`config.mk`:
```
export PLATFORM = sky130hd
export DESIGN_NAME = nv_nvdla_cdp_rdma_dp_tx
export DESIGN_NICKNAME = d
export VERILOG_FILES = /design/src/rtl/nv_nvdla_cdp_rdma_dp_tx_pkg.sv /design/src/rtl/nv_nvdla_cdp_rdma_dp_tx_pos_cnt.sv /design/src/rtl/nv_nvdla_cdp_rdma_dp_tx.sv
export SDC_FILE = /design/constraint.sdc
export NUM_CORES = 1
export LEC_CHECK = 0
export ABC_AREA = 1
export CORE_UTILIZATION = 53
export DETAILED_ROUTE_END_ITERATION = 8
export PLACE_DENSITY = 0.86
export REMOVE_ABC_BUFFERS = 1
export SLEW_MARGIN = 40
export SYNTH_ARGS = -nofsm -noshare
export SYNTH_HDL_FRONTEND = slang
export SYNTH_SLANG_ARGS = --single-unit
```
`constraint.sdc`:
```
create_clock -name nvdla_core_clk -period 5 [get_ports nvdla_core_clk]
set_input_delay 0.75 -clock nvdla_core_clk [delete_from_list [all_inputs] [get_ports nvdla_core_clk]]
set_output_delay 0.75 -clock nvdla_core_clk [all_outputs]
set_load 0.05 [all_outputs]
```
`src/rtl/nv_nvdla_cdp_rdma_dp_tx_pkg.sv`:
```
// Shared CDP RDMA-to-datapath definitions: payload bit positions, FSM states
// and the payload packing helper.
package nv_nvdla_cdp_rdma_dp_tx_pkg;

  localparam int PD_W          = 87;
  localparam int DAT_W         = 64;
  localparam int LAST_STRIPE_W = 72;
  localparam int LAST_STRIPE_H = 73;
  localparam int LAST_SPLIT    = 75;
  localparam int LAST_W        = 76;
  localparam int LAST_H        = 77;
  localparam int LAST_C        = 78;
  localparam int LANE_LSB      = 79;

  typedef enum logic [1:0] {
    ST_IDLE  = 2'd0,
    ST_RUN   = 2'd1,
    ST_DRAIN = 2'd2
  } state_e;

  // The stripe/split flags only ever mark the final beat of the whole cube.
  function automatic logic [PD_W-1:0] build_pd(
    input logic [DAT_W-1:0] dat,
    input logic             last_w,
    input logic             last_h,
    input logic             last_c,
    input logic [1:0]       lanes_m1
  );
    logic [PD_W-1:0] pd;
    pd                     = {PD_W{1'b0}};
    pd[DAT_W-1:0]          = dat;
    pd[LAST_STRIPE_W]      = last_c;
    pd[LAST_STRIPE_H]      = last_c;
    pd[LAST_SPLIT]         = last_c;
    pd[LAST_W]             = last_w;
    pd[LAST_H]             = last_h;
    pd[LAST_C]             = last_c;
    pd[LANE_LSB +: 2]      = lanes_m1;
    return pd;
  endfunction

endpackage

```
`src/rtl/nv_nvdla_cdp_rdma_dp_tx_pos_cnt.sv`:
```
// W/H/channel-group position counter nest; w is fastest. Last flags are
// combinational from the current position and the latched cube size.
module nv_nvdla_cdp_rdma_pos_cnt #(
  parameter int CNT_W = 13
) (
  input  logic             i_clk,
  input  logic             i_rst,
  input  logic             i_clr,
  input  logic             i_adv,
  input  logic [CNT_W-1:0] i_width,
  input  logic [CNT_W-1:0] i_height,
  input  logic [CNT_W-1:0] i_cgrp_max,
  output logic             o_last_w,
  output logic             o_last_h,
  output logic             o_last_c,
  output logic             o_last_cg
);

  localparam logic [CNT_W-1:0] CNT_ZERO = {CNT_W{1'b0}};
  localparam logic [CNT_W-1:0] CNT_ONE  = {{(CNT_W-1){1'b0}}, 1'b1};

  logic [CNT_W-1:0] r_w_cnt;
  logic [CNT_W-1:0] r_h_cnt;
  logic [CNT_W-1:0] r_c_cnt;

  assign o_last_cg = (r_c_cnt == i_cgrp_max);
  assign o_last_w  = (r_w_cnt == i_width);
  assign o_last_h  = o_last_w & (r_h_cnt == i_height);
  assign o_last_c  = o_last_h & o_last_cg;

  always_ff @(posedge i_clk) begin
    if (i_rst || i_clr) begin
      r_w_cnt <= CNT_ZERO;
      r_h_cnt <= CNT_ZERO;
      r_c_cnt <= CNT_ZERO;
    end else if (i_adv) begin
      if (o_last_w) begin
        r_w_cnt <= CNT_ZERO;
        if (o_last_h) begin
          r_h_cnt <= CNT_ZERO;
          r_c_cnt <= o_last_c ? CNT_ZERO : (r_c_cnt + CNT_ONE);
        end else begin
          r_h_cnt <= r_h_cnt + CNT_ONE;
        end
      end else begin
        r_w_cnt <= r_w_cnt + CNT_ONE;
      end
    end
  end

endmodule

```
`src/rtl/nv_nvdla_cdp_rdma_dp_tx.sv`:
```
// CDP RDMA egress: tags raw read-return beats with cube position info and
// hands them to the datapath through a single output pipeline register.
module nv_nvdla_cdp_rdma_dp_tx
  import nv_nvdla_cdp_rdma_dp_tx_pkg::*;
#(
  parameter int CNT_W   = 13,
  parameter int STALL_W = 32
) (
  input  logic               nvdla_core_clk,
  input  logic               nvdla_core_rst,
  input  logic               reg2dp_op_en,
  input  logic [CNT_W-1:0]   reg2dp_width,
  input  logic [CNT_W-1:0]   reg2dp_height,
  input  logic [CNT_W-1:0]   reg2dp_channel,
  input  logic               dat_vld,
  input  logic [DAT_W-1:0]   dat_pd,
  output logic               dat_rdy,
  output logic               cdp_rdma2dp_valid,
  input  logic               cdp_rdma2dp_ready,
  output logic [PD_W-1:0]    cdp_rdma2dp_pd,
  output logic               rdma_done,
  output logic [STALL_W-1:0] dp2reg_stall_cnt
);

  localparam logic [STALL_W-1:0] STALL_ONE = {{(STALL_W-1){1'b0}}, 1'b1};
  localparam logic [STALL_W-1:0] STALL_MAX = {STALL_W{1'b1}};

  state_e             r_state;
  logic               r_op_en_d1;
  logic [CNT_W-1:0]   r_width;
  logic [CNT_W-1:0]   r_height;
  logic [CNT_W-1:0]   r_cgrp_max;
  logic [1:0]         r_lane_last;
  logic               r_valid;
  logic [PD_W-1:0]    r_pd;
  logic               r_done;
  logic [STALL_W-1:0] r_stall;

  logic               w_start;
  logic               w_accept;
  logic               w_out_fire;
  logic               w_last_w;
  logic               w_last_h;
  logic               w_last_c;
  logic               w_last_cg;
  logic [1:0]         w_lanes_m1;

  // op_en_d1 follows the level in every state, so edges seen outside IDLE are consumed.
  assign w_start    = (r_state == ST_IDLE) & reg2dp_op_en & ~r_op_en_d1;
  assign dat_rdy    = (r_state == ST_RUN) & (~r_valid | cdp_rdma2dp_ready);
  assign w_accept   = dat_vld & dat_rdy;
  assign w_out_fire = r_valid & cdp_rdma2dp_ready;
  assign w_lanes_m1 = w_last_cg ? r_lane_last : 2'd3;

  assign cdp_rdma2dp_valid = r_valid;
  assign cdp_rdma2dp_pd    = r_pd;
  assign rdma_done         = r_done;
  assign dp2reg_stall_cnt  = r_stall;

  nv_nvdla_cdp_rdma_pos_cnt #(
    .CNT_W (CNT_W)
  ) u_pos_cnt (
    .i_clk      (nvdla_core_clk),
    .i_rst      (nvdla_core_rst),
    .i_clr      (w_start),
    .i_adv      (w_accept),
    .i_width    (r_width),
    .i_height   (r_height),
    .i_cgrp_max (r_cgrp_max),
    .o_last_w   (w_last_w),
    .o_last_h   (w_last_h),
    .o_last_c   (w_last_c),
    .o_last_cg  (w_last_cg)
  );

  always_ff @(posedge nvdla_core_clk) begin
    if (nvdla_core_rst) begin
      r_state    <= ST_IDLE;
      r_op_en_d1 <= 1'b0;
    end else begin
      r_op_en_d1 <= reg2dp_op_en;
      case (r_state)
        ST_IDLE:  if (w_start)               r_state <= ST_RUN;
        ST_RUN:   if (w_accept && w_last_c)  r_state <= ST_DRAIN;
        ST_DRAIN: if (w_out_fire)            r_state <= ST_IDLE;
        default:                             r_state <= ST_IDLE;
      endcase
    end
  end

  always_ff @(posedge nvdla_core_clk) begin
    if (nvdla_core_rst) begin
      r_width     <= {CNT_W{1'b0}};
      r_height    <= {CNT_W{1'b0}};
      r_cgrp_max  <= {CNT_W{1'b0}};
      r_lane_last <= 2'd0;
    end else if (w_start) begin
      r_width     <= reg2dp_width;
      r_height    <= reg2dp_height;
      r_cgrp_max  <= reg2dp_channel >> 2;
      r_lane_last <= reg2dp_channel[1:0];
    end
  end

  always_ff @(posedge nvdla_core_clk) begin
    if (nvdla_core_rst) begin
      r_valid <= 1'b0;
      r_pd    <= {PD_W{1'b0}};
    end else if (w_accept) begin
      r_valid <= 1'b1;
      r_pd    <= build_pd(dat_pd, w_last_w, w_last_h, w_last_c, w_lanes_m1);
    end else if (w_out_fire) begin
      r_valid <= 1'b0;
    end
  end

  // Done lines up with the DRAIN -> IDLE transition; stall count holds between layers.
  always_ff @(posedge nvdla_core_clk) begin
    if (nvdla_core_rst) begin
      r_done  <= 1'b0;
      r_stall <= {STALL_W{1'b0}};
    end else begin
      r_done <= (r_state == ST_DRAIN) & w_out_fire;
      if (w_start) begin
        r_stall <= {STALL_W{1'b0}};
      end else if (r_valid && !cdp_rdma2dp_ready && (r_stall != STALL_MAX)) begin
        r_stall <= r_stall + STALL_ONE;
      end
    end
  end

endmodule

```
After elaboration in Yosys (flattened, before gate mapping)
Index checks and enable logic that the tools add are counted.
- flip-flop bits (word level): 187
- output and inout bits: 122
- word-level logic and storage cells: 58
- muxes and demuxes: 10
- equal/unequal tests: 9
- add/sub/neg operators: 4
- reductions and logical operators: 11
- bitwise gates (word level): 11
- operator list (operator ; number):
    $add 13x1->13 const B ; 3
    $mux 13 ; 3
    $add 32x1->32 const B ; 1
    $ne 32x32->1 const B ; 1
    $eq 13x13->1 ; 2
    $eq 13x11->1 ; 1
    $and 1x1->1 ; 8
    $mux 2 ; 4
    $pmux 2 s3 ; 1
    $reduce_and 3->1 ; 2
    $ne 2x1->1 const B ; 2
    $logic_and 1x1->1 ; 3
    $eq 2x1->1 const B ; 1
    $eq 2x2->1 const B ; 1
    $logic_not 2->1 ; 1
    $mux 1 ; 2
    $ne 2x2->1 const B ; 1
    $not 1->1 ; 2
    $reduce_and 2->1 ; 1
    $reduce_bool 2->1 ; 1
    $reduce_or 2->1 ; 1
    $logic_not 1->1 ; 1
    $logic_or 1x1->1 ; 1
    $or 1x1->1 ; 1

Longest topological paths before layout
Gate-level depths: netlist of the first run.
- word-level depth: 7
- depth in mapped cells: 14

Cells and area by module
Synthesis of the first run repeated with hierarchy kept, for this count alone.
- cells, all modules: 1317
- area, all modules: 8774.7 sq um
- modules (own cells, without submodules) (module ; times used ; cells an instance ; seq. area each (sq um) ; area each (sq um)):
    nv_nvdla_cdp_rdma_dp_tx ; 1 ; 839 ; 2902.8 ; 6034.5
    nv_nvdla_cdp_rdma_pos_cnt ; 1 ; 478 ; 780.7 ; 2740.1

Worst setup path after synthesis of the first run
No wires, ideal clock.
- path type: flip-flop to flip-flop
- from: register r_stall[0], in the netlist dp2reg_stall_cnt[0]
- to: register r_stall[24], in the netlist dp2reg_stall_cnt[24]
- arrival time: 2.031 ns
- setup slack: 2.905 ns
- cell stages (with the launch flop): 10
- setup time: 0.064 ns
- clock period less this slack: 2.095 ns
- data required time: 4.936 ns
- buffers on the path: 0
- path through: dfxtp_1 > ha_1 > nand2_1 > nor3_1 > nand2_1 > nor3_1 > nand2_1 > o21ai_0 > nand2_1 > nor2_1
- word-level cells in the longest chain between the ends: 2
- elaborated cells between the ends (all ways): 3
- RTL lines (what ; line ; source):
    from (decl) ; nv_nvdla_cdp_rdma_dp_tx.sv:37 ; logic [STALL_W-1:0] r_stall;
    from (signal assigned) ; nv_nvdla_cdp_rdma_dp_tx.sv:121 ; r_stall <= {STALL_W{1'b0}};
    from (signal assigned) ; nv_nvdla_cdp_rdma_dp_tx.sv:125 ; r_stall <= {STALL_W{1'b0}};
    from (signal assigned) ; nv_nvdla_cdp_rdma_dp_tx.sv:127 ; r_stall <= r_stall + STALL_ONE;
    parallel branches: the longest is 2 deep, another holds $add 32x1->32 ; -- ;
Several ways; the timed one is not identified.
A chain may end at the register's enable or synchronous reset.

Worst setup path in the final report of the first run
- from: input cdp_rdma2dp_ready
- to: output dat_rdy
- word-level cells in the longest chain between the ends: 2
- RTL lines (what ; line ; source):
    from (decl) ; nv_nvdla_cdp_rdma_dp_tx.sv:19 ; input logic cdp_rdma2dp_ready,
    $or 1x1->1 ; nv_nvdla_cdp_rdma_dp_tx.sv:50 ; assign dat_rdy = (r_state == ST_RUN) & (~r_valid | cdp_rdma2dp_ready);
    $and 1x1->1 ; nv_nvdla_cdp_rdma_dp_tx.sv:50 ;
    to (decl) ; nv_nvdla_cdp_rdma_dp_tx.sv:17 ; output logic dat_rdy,
No other way between the ends.

==> results of run 1 <==
layout make-up:
| type | instances | area, um2 |
|---|---|---|
| repair buffers | 219 | 2180 |
| inverters | 124 | 469 |
| flip-flops and latches | 184 | 3680 |
| clock buffers | 19 | 453 |
| well taps | 216 | 270 |
| fillers | 1384 | 4480 |
| multi-input cells | 923 | 4220 |
| clock inverters | 13 | 135 |
report_power, final:
group | switching [W] | internal (W) | leakage (nW)
Clock | 0.000618 | 0.000729 | 0.277
Combinational | 0.000288 | 0.000176 | 2.46
Sequential | 0.0000268 | 0.00151 | 1.49
per-layer routing:
layer,wire [um],vias up,part of all wire [%]
li1,-,4405,-
met1,9690,3978,42
met2,11100,335,48
met3,2030,35,8.7
met4,411,0,1.8
met5,0,-,0
registers in the layout, indices dropped and copies added, names as in the netlist:
register,flops
r_width,13
r_cgrp_max,11
r_lane_last,2
r_state,2
cdp_rdma2dp_pd,69
u_pos_cnt.r_w_cnt,13
u_pos_cnt.r_c_cnt,13
cdp_rdma2dp_valid,1
dp2reg_stall_cnt,32
r_height,13
r_op_en_d1,1
u_pos_cnt.r_h_cnt,13
rdma_done,1
cell families after synthesis:
group | after synthesis
adders and majority gates | 4
xor gates and xnor gates | 28
and+or+nand+nor | 694
AOI/OAI and AO/OA | 182
DFF | 184
buffers and inverters | 190
other | 1
tightest hold or removal path, delay by kind of cell (launching register included):
| family | cells | cell delay [ns] |
|---|---|---|
| flip-flops | 1 | 0.31 |
| AND/OR/NAND/NOR | 1 | 0.06 |
| AO/OA/AOI/OAI | 1 | 0.05 |
cells in the mapped netlist (17+ instances only):
master    instances
nor2_1          137
a21oi_1         123
buf_4            18
dfxtp_1         184
clkbuf_1         34
inv_1           120
nand4_1          17
o21ai_0          17
nand3_1          36
nor3_1           37
a211oi_1         33
xor2_1           24
nand2_1         441
worst min path at each step:
stage,startpoint,to,cells past startpoint
floorplan,r_lane_last[0]$_SDFFE_PP0P_,r_lane_last[0]$_SDFFE_PP0P_,2
global placement,cdp_rdma2dp_pd[11]$_SDFFE_PP0P_,cdp_rdma2dp_pd[11]$_SDFFE_PP0P_,2
finish,cdp_rdma2dp_pd[47]$_SDFFE_PP0P_,cdp_rdma2dp_pd[47]$_SDFFE_PP0P_,2
global route,cdp_rdma2dp_pd[26]$_SDFFE_PP0P_,cdp_rdma2dp_pd[26]$_SDFFE_PP0P_,2
detailed placement,cdp_rdma2dp_pd[47]$_SDFFE_PP0P_,cdp_rdma2dp_pd[47]$_SDFFE_PP0P_,2
CTS,cdp_rdma2dp_pd[17]$_SDFFE_PP0P_,cdp_rdma2dp_pd[17]$_SDFFE_PP0P_,2
metrics by stage:
| step | power, W | area [um2] |
|---|---|---|
| after CTS | 0.00337 | 11400 |
| after global placement | 0.00203 | 10800 |
| after global routing | 0.00348 | 11400 |
| final | 0.00335 | 11400 |
| after floorplan | 0.00184 | 8370 |
| after detailed placement | 0.00204 | 10800 |
==> summary.md, run 1 <==
| Metric | Value |
|---|---|
| Die ar. | 16800 um2 |
| Top cell type's share of synthesized area | 42.6% |
| Via-to-Cell Ratio | 5.15 |
| Setup TNS | 0 ns |
| Final hold viol count | 0 |
| Setup crit end | dat_rdy |
| Vias in the first global route | 7982 |
| CTS tree | built |
| Post-CTS Hold Buffers | 0 |
| Global-route wire length before repair | 37500 um |
| Synth warn | 0 |
| Synth area leaders | dfxtp_1 43%, nand2_1 19%, a21oi_1 7.1%, nor2_1 5.9%, inv_1 5.2% |
| Minimum clock period | 3.09 ns |
| Ys flop type | dfxtp_1 |
| Max-slew violations | 0 |
| Synth area leader | dfxtp_1 |
| Critical path peak fanout | 4 |
| Layout cells sized above 1 | 3.78% |
| Post CTS Setup Buffer Count | 0 |
| Met2 Use GR | 47.5% |
| Status | complete, no violations |
| Maximum root-to-sink buffer count | 2 |
| Synth Area in XOR/XNOR | 2.84% |
| Avg Cell Area, Syn | 6.74 um2 |
| Diodes inserted | 0 |
| Die Wd | 130 um |
| Largest net degree at the start of global routing | 79 |
| IO Port Bufs | 214 |
| R2r startpoint | r_state[1]$_SDFFE_PP0P_ |
| Sequential share of the synthesized area | 42.6% |
| Final wirelength | 23200 um |
| GR peak layer | met2 |
| Placeable Area | 15900 um2 |
| Final hold slack | 0.464 ns |
| Io pins | 230 |
| Final setup viols | 0 |
| Pwr/cell area | 294 nW/um2 |
| Pre-CTS setup slack | 1.52 ns |
| Post-Synthesis Cells | 1283 |
| Worst clock skew | 0.0137 ns |
| Post-synthesis adder-cell area fraction | 0.579% |
| Post-route insts no fill | 1698 |
| Worst vdd ir | 0.241 mV |
| Initial antenna violation count | 0 |
| Area grow syn2layout | 32.0% |
| FF-to-FF path depth | 6 |
| Delay-heaviest family, CP | buffers and inverters |
| Largest family of logic cells by synthesized area | simple AND/OR/NAND/NOR gates |
| Worst r2r dst | u_pos_cnt.r_c_cnt[1]$_SDFFE_PP0P_ |
| Post-layout util | 71.8% |
| Period utilization | 61.9% |
| Lkg Pwr | 4.23 nW |
| Detailed Routing Iterations Pass 1 | 5 |
| Commonest cells after routing, fill and taps aside | 441 x nand2_1, 213 x clkdlybuf4s50_1, 184 x dfxtp_1, 137 x nor2_1, 123 x a21oi_1 |
| Worst Tran Pin Value | 0.824 ns |
| Worst slew margin | 44.6% |
| Worst setup SP type | input pin |
| Met3 Use GR | 8.94% |
| WS Path Type | input pin to primary output |
| Post-synthesis mux area share | 0% |
| Buf/Inv on CP | 4 |
| Crit path max-delay cell type | clkdlybuf4s50_1 |
| Setup crit end kind | primary output |
| Unique cell type count in the Yosys netlist | 40 |
| Routed via count | 8753 |
| DRT iter0 DRCs | 768 |
| Simple-gate share of the synthesized area | 33.0% |
| Reg2Reg Setup Slack | 2.42 ns |
| Synth Area in Compound Gates | 11.7% |
| Hpwl dp | 16600 um |
| Row cnt | 46 |
| Antenna Violating Nets Remaining | 0 |
| Reg clk slew, reported paths | 0.07 ns |
| Worst path required time | 4.25 ns |
| CTS resizes | 0 |
| Routability Congestion | 0.921 |
| CP Launch Point | cdp_rdma2dp_ready |
| FF+latch count, synth | 184 |
| Total grt overflow | 0 |
| GR Util met1 | 33.7% |
| Sink Count | 184 |
| Mapped Area | 8640 um2 |
| Root buf cell | clkbuf_16 |
| Hold crit path type | register to register |
| Async S/R FF share, synth | 0% |
| Commonest non-fill, non-tap cell in the layout | nand2_1 |
| Avg WL per Cell | 13.7 um |
| Worst-Skew Late Latency | 0.43 ns |
| Total Routing Usage GR | 28.0% |
| Max-cap violations | 0 |
| Initial Util | 54.4% |
| RSZ-0062 raised after global routing | no |
| F_max | 323 MHz |
| CP cell instances | clkdlybuf4s50_1, inv_1, nand2_1, nand2_1, inv_1, clkdlybuf4s50_1 |
| Htree depth | 4 |
| Stages on worst setup path | 6 |
| Worst setup margin | 1.91 ns |
| Final Net Count | 1581 |
| Crit path largest cell delay | 0.80 ns |
| Cts bufs inserted | 17 |
| Placed cell count | 1666 |
| # DRC | 0 |
| Die height | 130 um |
| WP data arrival | 2.34 ns |
| Post-synth EDFFs | 0 |
Note: power is estimated with default switching activity, not from simulation.
==> run 2, diff against run 1 <==
CORE_UTILIZATION = 49   (was 53)
PLACE_DENSITY = 0.81   (was 0.86)
clock period = 2.9 ns   (was 5 ns; I/O delays follow)
==> run 2 against run 1 <==
Sequential power grew 73%. Combinational power grew 76%. Global-route usage shrank 1.9 points. Die area grew 8.0%. Cell count grew 1.1%. Non-clock buffer count grew 10. Utilization shrank 4.9 points. Clock-buffer cell count grew 2. Register-to-register slack lost 1.8 ns. Via count shrank 0.48%. Sequential share of layout area shrank 0.35 points. First-iteration DRC count shrank 43%. Critical endpoint unchanged. Largest cell class unchanged. Largest power group unchanged.
==> summary.md, run 2 (same netlist as run 1, synthesis figures left out) <==
| Metric | Value |
|---|---|
| Status | complete, no violations |
| CP cell instances | clkdlybuf4s50_1, inv_1, nand2_1, nand2_1, inv_1, clkdlybuf4s50_1 |
| Period utilization | 84.4% |
| Reg2Reg Setup Slack | 0.63 ns (-1.79 ns) |
| Hold crit path type | register to register |
| Worst r2r dst | u_pos_cnt.r_c_cnt[6]$_SDFFE_PP0P_ |
| HP Start | cdp_rdma2dp_pd[36]$_SDFFE_PP0P_ |
| Hpwl dp | 16700 um (+0.70%) |
| Setup crit end kind | primary output |
| Root buf cell | clkbuf_16 |
| Avg WL per Cell | 13.5 um (-1.1%) |
| Final hold slack | 0.463 ns (-0.00163 ns) |
| Commonest non-fill, non-tap cell in the layout | nand2_1 |
| Worst clock skew | 0.0118 ns (-0.00189 ns) |
| Crit path largest cell delay | 0.79 ns (about the same) |
| R2r startpoint | r_state[1]$_SDFFE_PP0P_ |
| DP Area | 10900 um2 (+1.0%) |
| Reg clk slew, reported paths | 0.07 ns (about the same) |
| Layout cells sized above 1 | 4.29% (+0.51 points) |
| Placeable Area | 17200 um2 (+8.5%) |
| Final Net Count | 1591 (+0.63%) |
| Routability Congestion | 0.886 (-3.8%) |
| Post CTS Setup Buffer Count | 0 (unchanged) |
| Post-CTS Hold Buffers | 0 (unchanged) |
| # DRC | 0 (unchanged) |
| Total Routing Usage GR | 26.1% (-1.9 points) |
| FILL cells | 1491 (+7.7%) |
| Worst-Skew Late Latency | 0.44 ns (about the same) |
| Fin area | 11500 um2 (+1.1%) |
| Total grt overflow | 0 (unchanged) |
| FF-to-FF path depth | 6 (unchanged) |
| WS Path Type | input pin to primary output |
| Final setup viols | 0 (unchanged) |
| Antenna Violating Nets Remaining | 0 (unchanged) |
| Sink Count | 184 (unchanged) |
| Commonest cells after routing, fill and taps aside | 441 x nand2_1, 213 x clkdlybuf4s50_1, 184 x dfxtp_1, 137 x nor2_1, 123 x a21oi_1 |
| Die Wd | 135 um (+3.9%) |
| Diodes inserted | 0 (unchanged) |
| Crit path max-delay cell type | clkdlybuf4s50_1 |
| CTS tree | built |
| DRT iter0 DRCs | 436 (-43%) |
| Die height | 135 um (+3.9%) |
| Detailed Routing Iterations Pass 1 | 5 (unchanged) |
| Largest net degree at the start of global routing | 80 (+1.3%) |
| Worst Tran Pin Value | 0.811 ns (-0.0131 ns) |
| Worst vdd ir | 0.488 mV (+100%) |
| WP data arrival | 2.01 ns (-0.33 ns) |
| Final wirelength | 23200 um (about the same) |
| Initial Util | 50.2% (-4.3 points) |
| Post-layout util | 66.9% (-4.9 points) |
| Hold Path Stages | 2 (unchanged) |
| Final hold viol count | 0 (unchanged) |
| Worst path required time | 2.47 ns (-1.78 ns) |
| Minimum clock period | 2.45 ns |
| Cts bufs inserted | 17 (unchanged) |
| CTS resizes | 0 (unchanged) |
| Vias in the first global route | 8207 (+2.8%) |
| Maximum root-to-sink buffer count | 2 (unchanged) |
| Critical path peak fanout | 4 (unchanged) |
| Via-to-Cell Ratio | 5.07 (-1.6%) |
| Hold Path Sink | cdp_rdma2dp_pd[36]$_SDFFE_PP0P_ |
| Max-slew violations | 0 (unchanged) |
| Io pins | 230 (unchanged) |
| Htree depth | 4 (unchanged) |
| Lkg Pwr | 4.31 nW (+1.9%) |
| Max FFs per register | 69 (unchanged) |
| Routed via count | 8711 (-0.48%) |
| F_max | 409 MHz |
| Worst setup SP type | input pin |
| Max-cap violations | 0 (unchanged) |
| Pwr/cell area | 508 nW/um2 (+73%) |
| IO Port Bufs | 214 (unchanged) |
| RSZ-0062 raised after global routing | no |
| Die ar. | 18200 um2 (+8.0%) |
| Worst slew margin | 45.9% (+1.3 points) |
| Area grow syn2layout | 33.4% |
| Initial antenna violation count | 0 (unchanged) |
| Row cnt | 48 (+4.3%) |
| Global-route wire length before repair | 37900 um (+1.0%) |
==> run 2: cell types whose count changed in the layout (fill, tap and decap cells not counted), sizes merged <==
| cell | delta |
|---|---|
| buf | +10 |
| inv | -3 |
| clkinv | +3 |
| bufinv | +1 |
| clkbuf | +2 |
| clkinvlp | -3 |
==> run 2: metrics by stage <==
| step | worst slack [ns] | setup TNS, ns | instances | power [W] |
|---|---|---|---|---|
| CTS | 0.446 | 0 | 1717 | 0.00590 |
| global placement | 0.267 | 0 | 1685 | 0.00352 |
| floorplan | -0.327 | -4.70 | 1231 | 0.00317 |
| finish | 0.454 | 0 | 1717 | 0.00585 |
| detailed placement | 0.168 | 0 | 1685 | 0.00353 |
| global route | 0.377 | 0 | 1717 | 0.00608 |
==> run 2: final cells by class <==
type	instances	area (um2)	area share [%]
Multi-Input combinational cell	923	4220	36.6
Sequential cell	184	3680	31.9
Timing Repair Buffer	229	2280	19.7
Clock buffer	21	470	4.08
Inverter	124	467	4.05
Tap cell	225	282	2.44
Clock inverter	11	136	1.18
==> run 2: how the worst max path moves through the flow <==
stage	depth (start not counted)	end	startpoint	slack (ns)
2_1_floorplan	10	u_pos_cnt.r_h_cnt[2]$_SDFFE_PP0P_	cdp_rdma2dp_valid$_SDFFE_PP0P_	-0.33
3_3_place_gp	8	u_pos_cnt.r_c_cnt[5]$_SDFFE_PP0P_	reg2dp_op_en	0.27
3_5_place_dp	8	u_pos_cnt.r_c_cnt[6]$_SDFFE_PP0P_	reg2dp_op_en	0.17
4_1_cts	6	dat_rdy	cdp_rdma2dp_ready	0.45
5_1_grt	6	dat_rdy	cdp_rdma2dp_ready	0.38
6_report	6	dat_rdy	cdp_rdma2dp_ready	0.45
==> run 2: routing by layer <==
layer | GRT usage [%] | share of wire, % | vias up
li1 | - | - | 4426
met1 | 30.1 | 41 | 3950
met2 | 44.7 | 48 | 297
met3 | 8.30 | 8.4 | 38
met4 | 10.7 | 2.4 | 0
met5 | 0 | 0 | -
==> run 2: critical path, delay by kind of cell <==
kind,cells,cell delay [ns]
AND/OR/NAND/NOR,2,0.22
buffers and inverters,4,1.35
==> run 2: power by group <==
group          internal [W]  leakage (nW)  switching (W)  total (W)
Combinational      0.000315          2.52       0.000505   0.000819
Clock               0.00136         0.297        0.00102    0.00238
Sequential          0.00261          1.49      0.0000456    0.00266
